===== src/rtl/mandelbrot_pkg.sv =====
// mandelbrot_pkg: shared state encoding, default sizes and Q2 helpers.
// Used by the step, the iteration controller and its handshake interface.
package mandelbrot_pkg;

  typedef enum logic [1:0] {
    IDLE,
    ITER,
    DONE
  } state_t;

  localparam int WIDTH_DEF    = 10;
  localparam int ITER_W_DEF   = 8;
  localparam int MAX_ITER_DEF = 255;

  // 1.0 in Q2.(WIDTH_DEF-2)
  localparam int ONE = 1 << (WIDTH_DEF - 2);

  // 1.0 in Q2.(width-2) for any component width
  function automatic int q_one(int width);
    return 1 << (width - 2);
  endfunction

  function automatic logic is_pow2(logic [31:0] v);
    return (v != 32'd0) && ((v & (v - 32'd1)) == 32'd0);
  endfunction

endpackage


===== src/rtl/mandelbrot_if.sv =====
// mandelbrot_if: pixel-in / result-out valid-ready bundle.
// slave = iteration engine side, master = producer/consumer side.
interface mandelbrot_if
  import mandelbrot_pkg::*;
#(
  parameter int WIDTH  = WIDTH_DEF,
  parameter int ITER_W = ITER_W_DEF
);

  logic              in_valid;
  logic              in_ready;
  logic [WIDTH-1:0]  in_cr;
  logic [WIDTH-1:0]  in_ci;
  logic              out_valid;
  logic              out_ready;
  logic [ITER_W-1:0] out_iter;
  logic              out_escaped;
  logic              out_periodic;

  modport slave (
    input  in_valid,
    input  in_cr,
    input  in_ci,
    input  out_ready,
    output in_ready,
    output out_valid,
    output out_iter,
    output out_escaped,
    output out_periodic
  );

  modport master (
    output in_valid,
    output in_cr,
    output in_ci,
    output out_ready,
    input  in_ready,
    input  out_valid,
    input  out_iter,
    input  out_escaped,
    input  out_periodic
  );

endinterface


===== src/rtl/mandelbrot.sv =====
// mandelbrot: combinational step z' = z^2 + c in Q2.(WIDTH-2).
// Ports: in_cr/in_ci/in_zr/in_zi -> out_zr/out_zi (wrapping), size = |z|^2 > 4.
module mandelbrot
  import mandelbrot_pkg::*;
#(
  parameter int WIDTH = WIDTH_DEF
) (
  input  logic signed [WIDTH-1:0] in_cr,
  input  logic signed [WIDTH-1:0] in_ci,
  input  logic signed [WIDTH-1:0] in_zr,
  input  logic signed [WIDTH-1:0] in_zi,
  output logic signed [WIDTH-1:0] out_zr,
  output logic signed [WIDTH-1:0] out_zi,
  output logic                    size
);

  localparam int FRAC = WIDTH - 2;
  localparam int PW   = 2 * WIDTH;
  // 4.0 expressed in the squared (Q4.2*FRAC) domain
  localparam logic [PW:0] LIM =
    (PW+1)'(4 * q_one(WIDTH) * q_one(WIDTH));

  logic signed [PW-1:0] zr_x;
  logic signed [PW-1:0] zi_x;
  logic signed [PW-1:0] cr_x;
  logic signed [PW-1:0] ci_x;
  logic signed [PW-1:0] rr;
  logic signed [PW-1:0] ii;
  logic signed [PW-1:0] ri;
  logic        [PW:0]   mag;

  assign zr_x = {{WIDTH{in_zr[WIDTH-1]}}, in_zr};
  assign zi_x = {{WIDTH{in_zi[WIDTH-1]}}, in_zi};
  assign cr_x = {{WIDTH{in_cr[WIDTH-1]}}, in_cr};
  assign ci_x = {{WIDTH{in_ci[WIDTH-1]}}, in_ci};

  assign rr = zr_x * zr_x;
  assign ii = zi_x * zi_x;
  assign ri = zr_x * zi_x;

  // squares are non-negative; extra bit keeps the sum from overflowing
  assign mag  = {1'b0, rr} + {1'b0, ii};
  assign size = mag > LIM;

  assign out_zr = WIDTH'(((rr - ii) >>> FRAC) + cr_x);
  // 2*zr*zi >>> FRAC folded into one shift so 2*ri cannot overflow
  assign out_zi = WIDTH'((ri >>> (FRAC - 1)) + ci_x);

endmodule


===== src/rtl/mandelbrot_iter_ctrl.sv =====
// mandelbrot_iter_ctrl: iterates the step per pixel, returns count/escape.
// Ports: clk, rst_n (async low), abort (sync flush), bus (mandelbrot_if.slave).
// Optional MANDEL_PERIOD_CHECK_EN: Brent snapshot exit drives out_periodic.
module mandelbrot_iter_ctrl
  import mandelbrot_pkg::*;
#(
  parameter int WIDTH    = WIDTH_DEF,
  parameter int ITER_W   = ITER_W_DEF,
  parameter int MAX_ITER = MAX_ITER_DEF
) (
  input  logic        clk,
  input  logic        rst_n,
  input  logic        abort,
  mandelbrot_if.slave bus
);

  typedef logic signed [WIDTH-1:0] q_t;

  localparam logic [ITER_W:0]   MAX_C = (ITER_W+1)'(MAX_ITER);
  localparam logic [ITER_W-1:0] MAX_O = ITER_W'(MAX_ITER);

  state_t state;
  state_t state_nxt;

  q_t cr;
  q_t ci;
  q_t zr;
  q_t zi;
  q_t cr_nxt;
  q_t ci_nxt;
  q_t zr_nxt;
  q_t zi_nxt;
  q_t step_zr;
  q_t step_zi;
  logic size;

  logic [ITER_W-1:0] cnt;
  logic [ITER_W-1:0] cnt_nxt;
  logic [ITER_W:0]   cnt_inc;
  logic              last;

  logic [ITER_W-1:0] iter_q;
  logic [ITER_W-1:0] iter_nxt;
  logic              esc_q;
  logic              esc_nxt;

`ifdef MANDEL_PERIOD_CHECK_EN
  q_t   sr;
  q_t   si;
  q_t   sr_nxt;
  q_t   si_nxt;
  logic sv;
  logic sv_nxt;
  logic per_q;
  logic per_nxt;
  logic per_hit;
  logic snap;
`endif

  mandelbrot #(
    .WIDTH(WIDTH)
  ) u_step (
    .in_cr (cr),
    .in_ci (ci),
    .in_zr (zr),
    .in_zi (zi),
    .out_zr(step_zr),
    .out_zi(step_zi),
    .size  (size)
  );

  // one spare bit: cnt+1 is compared before it could wrap
  assign cnt_inc = {1'b0, cnt} + (ITER_W+1)'(1);
  assign last    = cnt_inc == MAX_C;

`ifdef MANDEL_PERIOD_CHECK_EN
  assign snap    = is_pow2(32'(cnt_inc));
  assign per_hit = sv && (step_zr == sr) && (step_zi == si);
`endif

  always_comb begin
    state_nxt = state;
    cr_nxt    = cr;
    ci_nxt    = ci;
    zr_nxt    = zr;
    zi_nxt    = zi;
    cnt_nxt   = cnt;
    iter_nxt  = iter_q;
    esc_nxt   = esc_q;
`ifdef MANDEL_PERIOD_CHECK_EN
    sr_nxt    = sr;
    si_nxt    = si;
    sv_nxt    = sv;
    per_nxt   = per_q;
`endif

    unique case (state)
      IDLE: begin
        if (bus.in_valid) begin
          cr_nxt    = q_t'(bus.in_cr);
          ci_nxt    = q_t'(bus.in_ci);
          zr_nxt    = '0;
          zi_nxt    = '0;
          cnt_nxt   = '0;
`ifdef MANDEL_PERIOD_CHECK_EN
          sr_nxt    = '0;
          si_nxt    = '0;
          sv_nxt    = 1'b0;
`endif
          state_nxt = ITER;
        end
      end
      ITER: begin
        if (size) begin
          // escape wins over the limit; z is left as it was
          iter_nxt  = cnt;
          esc_nxt   = 1'b1;
          state_nxt = DONE;
        end else begin
          zr_nxt  = step_zr;
          zi_nxt  = step_zi;
          cnt_nxt = cnt_inc[ITER_W-1:0];
`ifdef MANDEL_PERIOD_CHECK_EN
          // compare against the old snapshot before reloading it
          if (snap) begin
            sr_nxt = step_zr;
            si_nxt = step_zi;
            sv_nxt = 1'b1;
          end
          if (per_hit) begin
            iter_nxt  = MAX_O;
            esc_nxt   = 1'b0;
            per_nxt   = 1'b1;
            state_nxt = DONE;
          end else
`endif
          if (last) begin
            iter_nxt  = MAX_O;
            esc_nxt   = 1'b0;
            state_nxt = DONE;
          end
        end
      end
      DONE: begin
        if (bus.out_ready) begin
          iter_nxt  = '0;
          esc_nxt   = 1'b0;
`ifdef MANDEL_PERIOD_CHECK_EN
          per_nxt   = 1'b0;
`endif
          state_nxt = IDLE;
        end
      end
      default: state_nxt = IDLE;
    endcase

    if (abort) begin
      state_nxt = IDLE;
      cnt_nxt   = '0;
      iter_nxt  = '0;
      esc_nxt   = 1'b0;
`ifdef MANDEL_PERIOD_CHECK_EN
      per_nxt   = 1'b0;
`endif
    end
  end

  always_ff @(posedge clk or negedge rst_n) begin
    if (!rst_n) begin
      state  <= IDLE;
      cr     <= '0;
      ci     <= '0;
      zr     <= '0;
      zi     <= '0;
      cnt    <= '0;
      iter_q <= '0;
      esc_q  <= 1'b0;
`ifdef MANDEL_PERIOD_CHECK_EN
      sr     <= '0;
      si     <= '0;
      sv     <= 1'b0;
      per_q  <= 1'b0;
`endif
    end else begin
      state  <= state_nxt;
      cr     <= cr_nxt;
      ci     <= ci_nxt;
      zr     <= zr_nxt;
      zi     <= zi_nxt;
      cnt    <= cnt_nxt;
      iter_q <= iter_nxt;
      esc_q  <= esc_nxt;
`ifdef MANDEL_PERIOD_CHECK_EN
      sr     <= sr_nxt;
      si     <= si_nxt;
      sv     <= sv_nxt;
      per_q  <= per_nxt;
`endif
    end
  end

  assign bus.in_ready    = state == IDLE;
  assign bus.out_valid   = state == DONE;
  assign bus.out_iter    = iter_q;
  assign bus.out_escaped = esc_q;
`ifdef MANDEL_PERIOD_CHECK_EN
  assign bus.out_periodic = per_q;
`else
  assign bus.out_periodic = 1'b0;
`endif

endmodule


===== src/flat_wrapper.sv =====
// flat-port wrapper written by rule: the top's interface ports become plain ports
module mandelbrot_iter_ctrl_flat import mandelbrot_pkg::*;
#(
  parameter int WIDTH    = WIDTH_DEF,
  parameter int ITER_W   = ITER_W_DEF,
  parameter int MAX_ITER = MAX_ITER_DEF
)
  (clk, rst_n, abort, bus_in_valid, bus_in_cr, bus_in_ci, bus_out_ready, bus_in_ready, bus_out_valid, bus_out_iter, bus_out_escaped, bus_out_periodic);
  mandelbrot_if #(.WIDTH(WIDTH), .ITER_W(ITER_W)) bus_i ();
  input  logic clk;
  input  logic rst_n;
  input  logic abort;
  input wire logic [$bits(bus_i.in_valid)-1:0] bus_in_valid;
  input wire logic [$bits(bus_i.in_cr)-1:0] bus_in_cr;
  input wire logic [$bits(bus_i.in_ci)-1:0] bus_in_ci;
  input wire logic [$bits(bus_i.out_ready)-1:0] bus_out_ready;
  output wire logic [$bits(bus_i.in_ready)-1:0] bus_in_ready;
  output wire logic [$bits(bus_i.out_valid)-1:0] bus_out_valid;
  output wire logic [$bits(bus_i.out_iter)-1:0] bus_out_iter;
  output wire logic [$bits(bus_i.out_escaped)-1:0] bus_out_escaped;
  output wire logic [$bits(bus_i.out_periodic)-1:0] bus_out_periodic;
  assign bus_i.in_valid = bus_in_valid;
  assign bus_i.in_cr = bus_in_cr;
  assign bus_i.in_ci = bus_in_ci;
  assign bus_i.out_ready = bus_out_ready;
  assign bus_in_ready = bus_i.in_ready;
  assign bus_out_valid = bus_i.out_valid;
  assign bus_out_iter = bus_i.out_iter;
  assign bus_out_escaped = bus_i.out_escaped;
  assign bus_out_periodic = bus_i.out_periodic;
  mandelbrot_iter_ctrl #(.WIDTH(WIDTH), .ITER_W(ITER_W), .MAX_ITER(MAX_ITER)) u_core (.clk(clk), .rst_n(rst_n), .abort(abort), .bus(bus_i));
endmodule

===== config.mk =====
export PLATFORM = sky130hd
export DESIGN_NAME = mandelbrot_iter_ctrl_flat
export DESIGN_NICKNAME = d
export VERILOG_FILES = /design/src/rtl/mandelbrot_pkg.sv /design/src/rtl/mandelbrot_if.sv /design/src/rtl/mandelbrot.sv /design/src/rtl/mandelbrot_iter_ctrl.sv /design/src/flat_wrapper.sv
export SDC_FILE = /design/constraint.sdc
export NUM_CORES = 1
export LEC_CHECK = 0
export CAP_MARGIN = 30
export CORE_MARGIN = 4
export CORE_UTILIZATION = 25
export DETAILED_ROUTE_END_ITERATION = 10
export GPL_TIMING_DRIVEN = 0
export RECOVER_POWER = 50
export SYNTH_ARGS = -nofsm -noshare
export SYNTH_HDL_FRONTEND = slang
export SYNTH_HIERARCHICAL = 1
export SYNTH_SLANG_ARGS = --single-unit
export TNS_END_PERCENT = 100

===== constraint.sdc =====
create_clock -name clk -period 8.24 [get_ports clk]
set_input_delay 1.648 -clock clk [delete_from_list [all_inputs] [get_ports clk]]
set_output_delay 1.648 -clock clk [all_outputs]
set_load 0.01 [all_outputs]

==> Word level (Yosys, flattened, before mapping) <==
Cells that the tools add are included.
{ "word_totals": {"regBits": 59, "input_bits": 25, "output_inout_bits": 12, "elab_cells": 60} }
{ "op_classes": {"add_sub_neg": 5, "n_mul": 3, "n_lt_le_gt_ge": 1, "eq_ne": 9, "mux": 25, "n_reduce_logical": 9} }
{ "ops": {"columns": ["operator", "count"], "rows": [
  ["2-to-1 mux 8 bit", 7],
  ["multiplier 10 x 10 -> 20 bit", 2],
  ["one-hot mux 10 bit (2 select lines)", 2],
  ["one-hot mux 8 bit (2 select lines)", 2],
  ["2-to-1 mux 10 bit", 3],
  ["adder 20 x 20 -> 21 bit", 1],
  ["> comparator 21 x 19 -> 1 bit (second input constant)", 1],
  ["adder 10 bit", 2],
  ["subtractor 18 bit", 1],
  ["multiplier 10 x 10 -> 17 bit", 1],
  ["AND reduction 3 bit", 4],
  ["2-to-1 mux 2 bit", 5],
  ["adder 8 x 1 -> 9 bit (second input constant)", 1],
  ["equality test 9 x 8 -> 1 bit (second input constant)", 1],
  ["inequality test 3 bit (second input constant)", 3],
  ["one-hot mux 2 bit (3 select lines)", 1],
  ["nonzero test 3 bit", 2],
  ["2-to-1 mux 1 bit", 4],
  ["inequality test 2 bit (second input constant)", 2],
  ["inequality test 4 x 2 -> 1 bit (second input constant)", 1],
  ["equality test 2 x 1 -> 1 bit (second input constant)", 1],
  ["equality test 2 bit (second input constant)", 1],
  ["zero test 2 bit", 1],
  ["one-hot mux 1 bit (2 select lines)", 1],
  ["other kinds (2)", 2]
]} }

==> Logic depth before layout (Yosys ltp) <==
Gate-level depths: netlist of run 1.
{ "depth": {"ltp_word": 6, "ltp_mapped": 37, "mapped_depth_nobuf": 35} }

==> Cells and area by module <==
Netlist of run 1, hierarchy kept.
{ "by_module_without_submodules": {"columns": ["module", "instances", "cells_per_inst", "area_per_inst_um2", "seq_area_each_um2"], "rows": [
  ["mandelbrot", 1, 1484, 12570.8, 0.0],
  ["mandelbrot_iter_ctrl", 1, 245, 2603.7, 1476.4]
]} }

==> Worst setup path after synthesis of run 1 <==
OpenSTA, ideal clock, no wires.
{ "synth_path": {"kind": "flip-flop to flip-flop", "start": "register u_core.zr[9]", "end": "register u_core.iter_q[2], in the netlist u_core/bus.out_iter[2]", "setup_time_ns": 0.087, "t_arrival_ns": 7.686, "t_required_ns": 8.153, "slack_ns": 0.467, "stages_incl_launch_ff": 33, "n_path_buf": 3, "period_less_slack_ns": 7.773, "cell_sequence": "dfrtp_1 clkbuf_1 buf_1 nand2_1 fa_1 fa_1 inv_1 fa_1 fa_1 inv_1 fa_1 inv_1 ha_1 and2_1 o21ai_0 o31ai_1 o41ai_2 o21bai_1 a21oi_1 xnor2_1 ha_1 inv_1 a222oi_1 nor3b_1 nand4_1 nor4_1 nand4_1 o21ai_0 nor2_1 or4b_1 buf_2 a2111o_1 o211ai_1"} }
{ "synth_via": {"elab_chain_len": 6, "elab_cells_between_ends": 8, "classes_between": "1 x add/sub; 1 x mul; 1 x order compare; 1 x eq/ne; 3 x mux; 1 x reduce/logical"} }
{ "synth_lines": {"columns": ["item", "line", "source"], "rows": [
  ["from (decl)", "mandelbrot_iter_ctrl.sv:27", "q_t zr;"],
  ["from (signal assigned)", "mandelbrot_iter_ctrl.sv:188", "zr <= zr_nxt;"],
  ["multiplier 10 x 10 -> 20 bit *", "mandelbrot.sv:37", "assign rr = zr_x * zr_x;"],
  ["adder 20 x 20 -> 21 bit *", "mandelbrot.sv:42", "assign mag = {1'b0, rr} + {1'b0, ii};"],
  ["> comparator 21 x 19 -> 1 bit *", "mandelbrot.sv:43", "assign size = mag > LIM;"],
  ["named net u_core.size", "mandelbrot_iter_ctrl.sv:35", "logic size;"],
  ["2-to-1 mux 8 bit", "mandelbrot_iter_ctrl.sv:114", "if (size) begin"],
  ["one-hot mux 8 bit (2 select lines)", "mandelbrot_iter_ctrl.sv:97", "unique case (state)"],
  ["2-to-1 mux 8 bit", "mandelbrot_iter_ctrl.sv:157", "if (abort) begin"],
  ["to (signal assigned)", "mandelbrot_iter_ctrl.sv:191", "iter_q <= iter_nxt;"],
  ["to (decl)", "mandelbrot_iter_ctrl.sv:42", "logic [ITER_W-1:0] iter_q;"]
]} }
The timed path passes the listed nets; every way through them passes the cells marked *.
A chain may end at the register's enable or synchronous reset.

==> Final worst setup path of run 1 <==
{ "layout_path": {"start": "register u_core.zr[8]", "end": "register u_core.iter_q[4], in the netlist u_core/bus.out_iter[4]"} }
The elaborated chain is that of the path after synthesis.

==> out/qor.yml, run 1 <==
status: "finished with violations"
failed_checks: "capacitance limit, slew limit"
r2r_cells: 31
hold_path_depth: 1
hold_buffers: 0
place_inst: 2548
wl_per_cell_um: 14.94
cp.required_ns: 8.49
numCtsBuffers: 9
grt_max_degree: 39
cts_tree: "yes"
critPathMaxFanout: 8
worst_pin_slew_ns: 2.077
pin_count: 37
finalClockSkew_ns: 0.008654
ir_drop_mv: 0.3690
holdWs_ns: 0.5129
num_rows: 90
hold_start: "u_core/ci[8]"
area_growth_pct: 19.25
drtIter0Drc: 686
synth_edf_count: 0
yosys_warnings: 6
grt_pass1_vias: 12642
syn_inst: 1729
synth_flop_cell: "dfrtp_1"
rr_endpoint: "u_core/bus.out_iter[4]"
layout.filler_cells: 6216
overflow: 0
cellPowerDensity_nw_per_um2: 333.3
drtAntennaViolNets: 0
htreeDepth: 3
arrival_ns: 8.26
synth.avg_cell_area_um2: 8.776
synth_area_leaders: "fa_1 (32%), ha_1 (16%), inv_1 (9.8%)"
finalSetupTns_ns: 0
cts_root_buf: "clkbuf_16"
dr_total_vias: 11909
ys_seq_elements: 59
synth_cell_types: 78
hold_path_end: "u_core/ci[8]"
async_reset_ff_share_pct: 100.0
synth_top_area_share_pct: 31.66
stdcell_area_um2: 18090
worstHoldPathType: "reg -> reg"
wl_met1_um: 17210
leakage_nw: 9.435
wl_met2_um: 19260
initial_utilization_pct: 25.19
die_area_um2: 64700
design.core.area_um2: 60250
top_layer: "met4"
endpoint_kind: "register"
die_y_um: 254.4
regArea_um2: 1500
rsz0062_at_grt: "true"
drv_cap: 1
drc_errors: 0
fmax_ghz: 0.1249
fin_crit_sh_pct: 97.19
placed_area_um2: 16550
worstSetupPathType: "reg -> reg"
regToRegSetupSlack_ns: 0.23
gp_congestion: 0.8709
drt_wl_total_um: 39380
cpMaxStageDelayCell: "fa_1"
antenna_found_initial: 0
r2r-start: "u_core/zr[8]"
synth_area_leader_cell: "fa_1"
dr_wl_met3_um: 1541
critPathMaxStageDelay_ns: 0.58
cts_sinks: 59
final_max_slew_viol_count: 39
fin_cells: 2635
diodes: 0
vias_per_cell: 4.520
multiInputGateArea_um2: 12330
clk_pin_slew_ns: 0.06
clock_path_buffers: 2
die_x_um: 254.4
syn_nets: 2183
syn_area_um2: 15170
fin_crit_ns: 8.008
drive_gt1_share_pct: 14.89
io_buffers: 35
hold_viol: 0
grt_use_total_pct: 12.43
firstDrtPassIters: 5
ys_seq_area_share_pct: 9.730
setup_viol: 0
start_kind: "register"
grt_pass1_wl_um: 65120
fin_nets: 2302
relSlewSlack_pct: -38.49
clock_latency_ns: 0.34
dp_hpwl_um: 31650
crit_top_cell: "fa_1"
==> kinds of logic after synthesis <==
kind of cell / count (synthesis) / share of synthesized area, %
XOR/XNOR: 108 / 6.234
adder cells (fa/ha/maj): 429 / 47.25
flip-flops: 59 / 9.730
AO/OA/AOI/OAI: 204 / 9.334
AND/OR/NAND/NOR: 451 / 14.31
multiplexers: 26 / 1.880
buffers and inverters: 451 / 11.24
other: 1 / 0.02471
==> per-layer routing <==
metal | vias up | track usage, %
met4 | 0 | 3.605
met5 | - | 0
met3 | 72 | 1.061
li1 | 5640 | -
met2 | 250 | 21.91
met1 | 5947 | 16.34
==> registers in the layout, indices dropped and copies added, names as in the netlist <==
signal and cells:
u_core/zr 10, u_core/bus.out_iter 8, u_core/cr 10, u_core/bus.out_escaped 1, u_core/state 2, u_core/zi 10, u_core/cnt 8, u_core/ci 10
==> worst max path at each step <==
stage                       from                     end  slack, ns  cells past startpoint
finish              u_core/zr[8]  u_core/bus.out_iter[4]       0.23                     31
global route        u_core/zr[4]  u_core/bus.out_iter[5]      -0.04                     35
CTS                 u_core/zi[8]  u_core/bus.out_iter[7]       0.06                     30
detailed placement  u_core/zr[9]            u_core/zi[2]      -1.27                     31
global placement    u_core/zr[5]            u_core/zi[2]      -1.30                     35
floorplan           u_core/zr[9]  u_core/bus.out_iter[2]       0.47                     32
==> final cells by class <==
type                    count  share of cell area [%]
plain buffers              52                   3.029
clock buffers               9                   1.245
clock inverters             7                  0.4702
inverters                 398                   8.374
multi-input cells        1219                   68.16
flip-flops and latches     59                   8.291
well taps                 782                   5.407
repair buffers            109                   5.020
==> report_power, final <==
part / internal, W / switching (W) / total (W) / leakage (nW)
combinational: 0.00216 / 0.00301 / 0.00517 / 8.54
sequential: 0.000378 / 0.0000910 / 0.000469 / 0.741
clock: 0.000240 / 0.000154 / 0.000394 / 0.153
total: 0.00277 / 0.00326 / 0.00603 / 9.43
==> layout by cell type (no fill, tap or decap), types with 32 or more instances in the layout <==
master / instances
a21oi_1: 48
and2_1: 63
buf_4: 72
clkdlybuf4s50_1: 33
dfrtp_1: 42
fa_1: 235
ha_1: 175
inv_1: 386
nand2_1: 173
nand3_1: 32
nor2_1: 62
xnor2_1: 84
==> critical path: cells and delay by family (launching register included) <==
kind,cells,cell delay (ns)
DFF,1,0.50
AOI/OAI and AO/OA,7,1.79
and+or+nand+nor,8,1.88
buffers and inverters,8,0.65
adders and majority gates,7,2.99
xor gates and xnor gates,1,0.10
==> cell usage after synthesis (4+ instances only) <==
cell / count
inv_1: 396
fa_1: 240
ha_1: 189
nand2_1: 189
xnor2_1: 89
nor2_1: 66
and2_1: 65
dfrtp_1: 59
a21oi_1: 56
clkbuf_1: 45
nand3_1: 32
o21ai_0: 31
mux2_2: 20
nand2b_1: 20
xor2_1: 19
a21o_1: 17
nor3_1: 16
o21bai_1: 15
o211ai_1: 14
or2_2: 9
or3_1: 9
and3_1: 8
nand4_1: 8
a211oi_1: 7
nor2b_1: 7
o22ai_1: 7
a31oi_1: 6
mux2i_1: 6
o31ai_1: 5
buf_2: 4
o21a_1: 4
o31a_1: 4
==> through the flow <==
stage | worst slack [ns] | util, % | power (W)
global placement | -1.303 | 27.39 | 0.005077
finish | 0.2317 | 30.04 | 0.006031
CTS | 0.05824 | 28.88 | 0.005779
detailed placement | -1.267 | 27.46 | 0.005175
floorplan | 0.4668 | - | 0.003906
global route | -0.04090 | 30.04 | 0.006605
==> timing repair <==
item	CTS	global route
setup endpoints to repair	39	38
pin swaps	15	43
gates resized for setup	121	119
endpoints found under the hold margin	0	0
setup buffers	25	47
Power figures use the tool's default switching activity.
==> run 2: changes to the inputs <==
Settings changed: CELL_PAD_IN_SITES_DETAIL_PLACEMENT set to 0, CELL_PAD_IN_SITES_GLOBAL_PLACEMENT set to 1, PLACE_DENSITY_LB_ADDON set to 0.1.
==> run 2 against run 1 <==
Compared with the run above:
- the run still ends with capacitance limit, slew limit left
- worst hold slack lost 0.015 ns
- sequential power grew 2%
- largest cell class unchanged
- sequential share of layout area decreased by 0.27 points
- clock skew grew 0.0016 ns
- maximum frequency fell by 1.6%
- critical path depth unchanged
- highest routed layer unchanged
==> out/qor.yml, run 2 (synthesized netlist as in run 1, its figures left out) <==
status: "finished with violations"
failed_checks: "capacitance limit, slew limit"
stdcell_area_um2: 18730
die_area_um2: 64700
placed_area_um2: 16500
die_y_um: 254.4
hold_buffers: 0
cellPowerDensity_nw_per_um2: 342.9
grt_pass1_wl_um: 73340
r2r_cells: 31
antenna_found_initial: 2
htreeDepth: 3
cts_tree: "yes"
arrival_ns: 8.40
dr_total_vias: 11583
finalClockSkew_ns: 0.01030
ir_drop_mv: 0.4090
final_cell_mix: "inv_1 (380), fa_1 (231), ha_1 (173), nand2_1 (172), buf_4 (77)"
pin_count: 37
overflow: 0
area_growth_pct: 23.42
grt_max_degree: 60
design_power_total_w: 0.006421
cpMaxStageDelayCell: "fa_1"
drv_cap: 1
cts_sinks: 59
cp.required_ns: 8.50
fin_crit_ns: 8.135
cts_root_buf: "clkbuf_16"
worstSetupPathType: "reg -> reg"
drt_wl_total_um: 46620
drtAntennaViolNets: 0
rr_endpoint: "u_core/bus.out_iter[1]"
hold_path_end: "u_core/zr[9]"
endpoint_kind: "register"
initial_utilization_pct: 25.19
r2r-start: "u_core/zr[4]"
final_max_slew_viol_count: 60
diodes: 0
fin_nets: 2311
rsz0062_at_grt: "true"
hold_path_depth: 2
grt_pass1_vias: 12251
final_common_cell: "inv_1"
worst_pin_slew_ns: 3.497
drive_gt1_share_pct: 17.83
crit_top_cell: "fa_1"
critPathMaxStageDelay_ns: 0.53
num_rows: 90
design.core.area_um2: 60250
dp_hpwl_um: 37860
fin_crit_sh_pct: 98.73
vias_per_cell: 4.381
start_kind: "register"
fmax_ghz: 0.1229
wl_per_cell_um: 17.63
clk_pin_slew_ns: 0.06
critPathMaxFanout: 8
path_buf_inv: 8
leakage_nw: 9.693
relSlewSlack_pct: -133.1
drtIter0Drc: 500
hold_start: "u_core/zr[9]"
gp_congestion: 0.7723
fin_cells: 2644
firstDrtPassIters: 7
grt_use_total_pct: 14.85
clock_path_buffers: 2
hold_viol: 0
place_inst: 2546
io_buffers: 35
worstHoldPathType: "reg -> reg"
cp_top_family: "adder cells"
setup_viol: 0
drc_errors: 0
regToRegSetupSlack_ns: 0.10
die_x_um: 254.4
clock_latency_ns: 0.35
numCtsBuffers: 9
## run 2: area by class of cell
class                   instances  area, um2
repair buffers                121       1082
inverters                     398       1510
flip-flops and latches         59       1501
clock buffers                   9      225.2
multi-input cells            1219      12690
clock inverters                 7      68.82
well taps                     782      978.4
plain buffers                  49      669.4
fillers                      6374      41520
## run 2: metal layers
layer	global-route usage, %	vias to the layer above	wire length (um)
met5	0	-	0
met4	2.445	0	616
li1	-	5661	-
met2	24.21	133	21250
met3	1.275	17	1015
met1	21.90	5772	23740
## run 2: worst max-delay path by stage
stage	startpoint	endpoint	slack [ns]	depth (start not counted)
after floorplan	u_core/zr[9]	u_core/bus.out_iter[2]	0.47	32
after global placement	u_core/zi[8]	u_core/zr[5]	-2.09	33
after detailed placement	u_core/zr[9]	u_core/zr[5]	-2.02	33
after CTS	u_core/zr[5]	u_core/bus.out_iter[6]	0.008	38
after global routing	u_core/zi[2]	u_core/zr[9]	-0.25	35
final	u_core/zr[4]	u_core/bus.out_iter[1]	0.10	31
## run 2: metrics by stage
step	utilization, %	hold WS (ns)	TNS (ns)	worst slack [ns]
after floorplan	-	0.4368	0	0.4668
after global placement	27.39	0.4629	-69.16	-2.090
after detailed placement	27.39	0.4760	-66.89	-2.022
after CTS	30.48	0.5094	0	0.008329
after global routing	31.09	0.5237	-2.410	-0.2495
final	31.09	0.4984	0	0.1049
## run 2: repair_timing
item,4_1_cts,5_1_grt
resized for setup,228,93
setup endpoints to repair,39,38
cloned,0,0
buffers inserted,69,19
pin swaps,45,63
## run 2: report_power, final
group | leakage [nW] | internal, W | switching, W
registers | 0.740 | 0.000379 | 0.000100
clock network | 0.141 | 0.000233 | 0.000150
logic | 8.81 | 0.00236 | 0.00319
## run 2: worst min-delay path, delay by kind of cell (launching register included)
kind / cells / cell delay [ns]
flops: 1 / 0.36
simple gates: 2 / 0.11
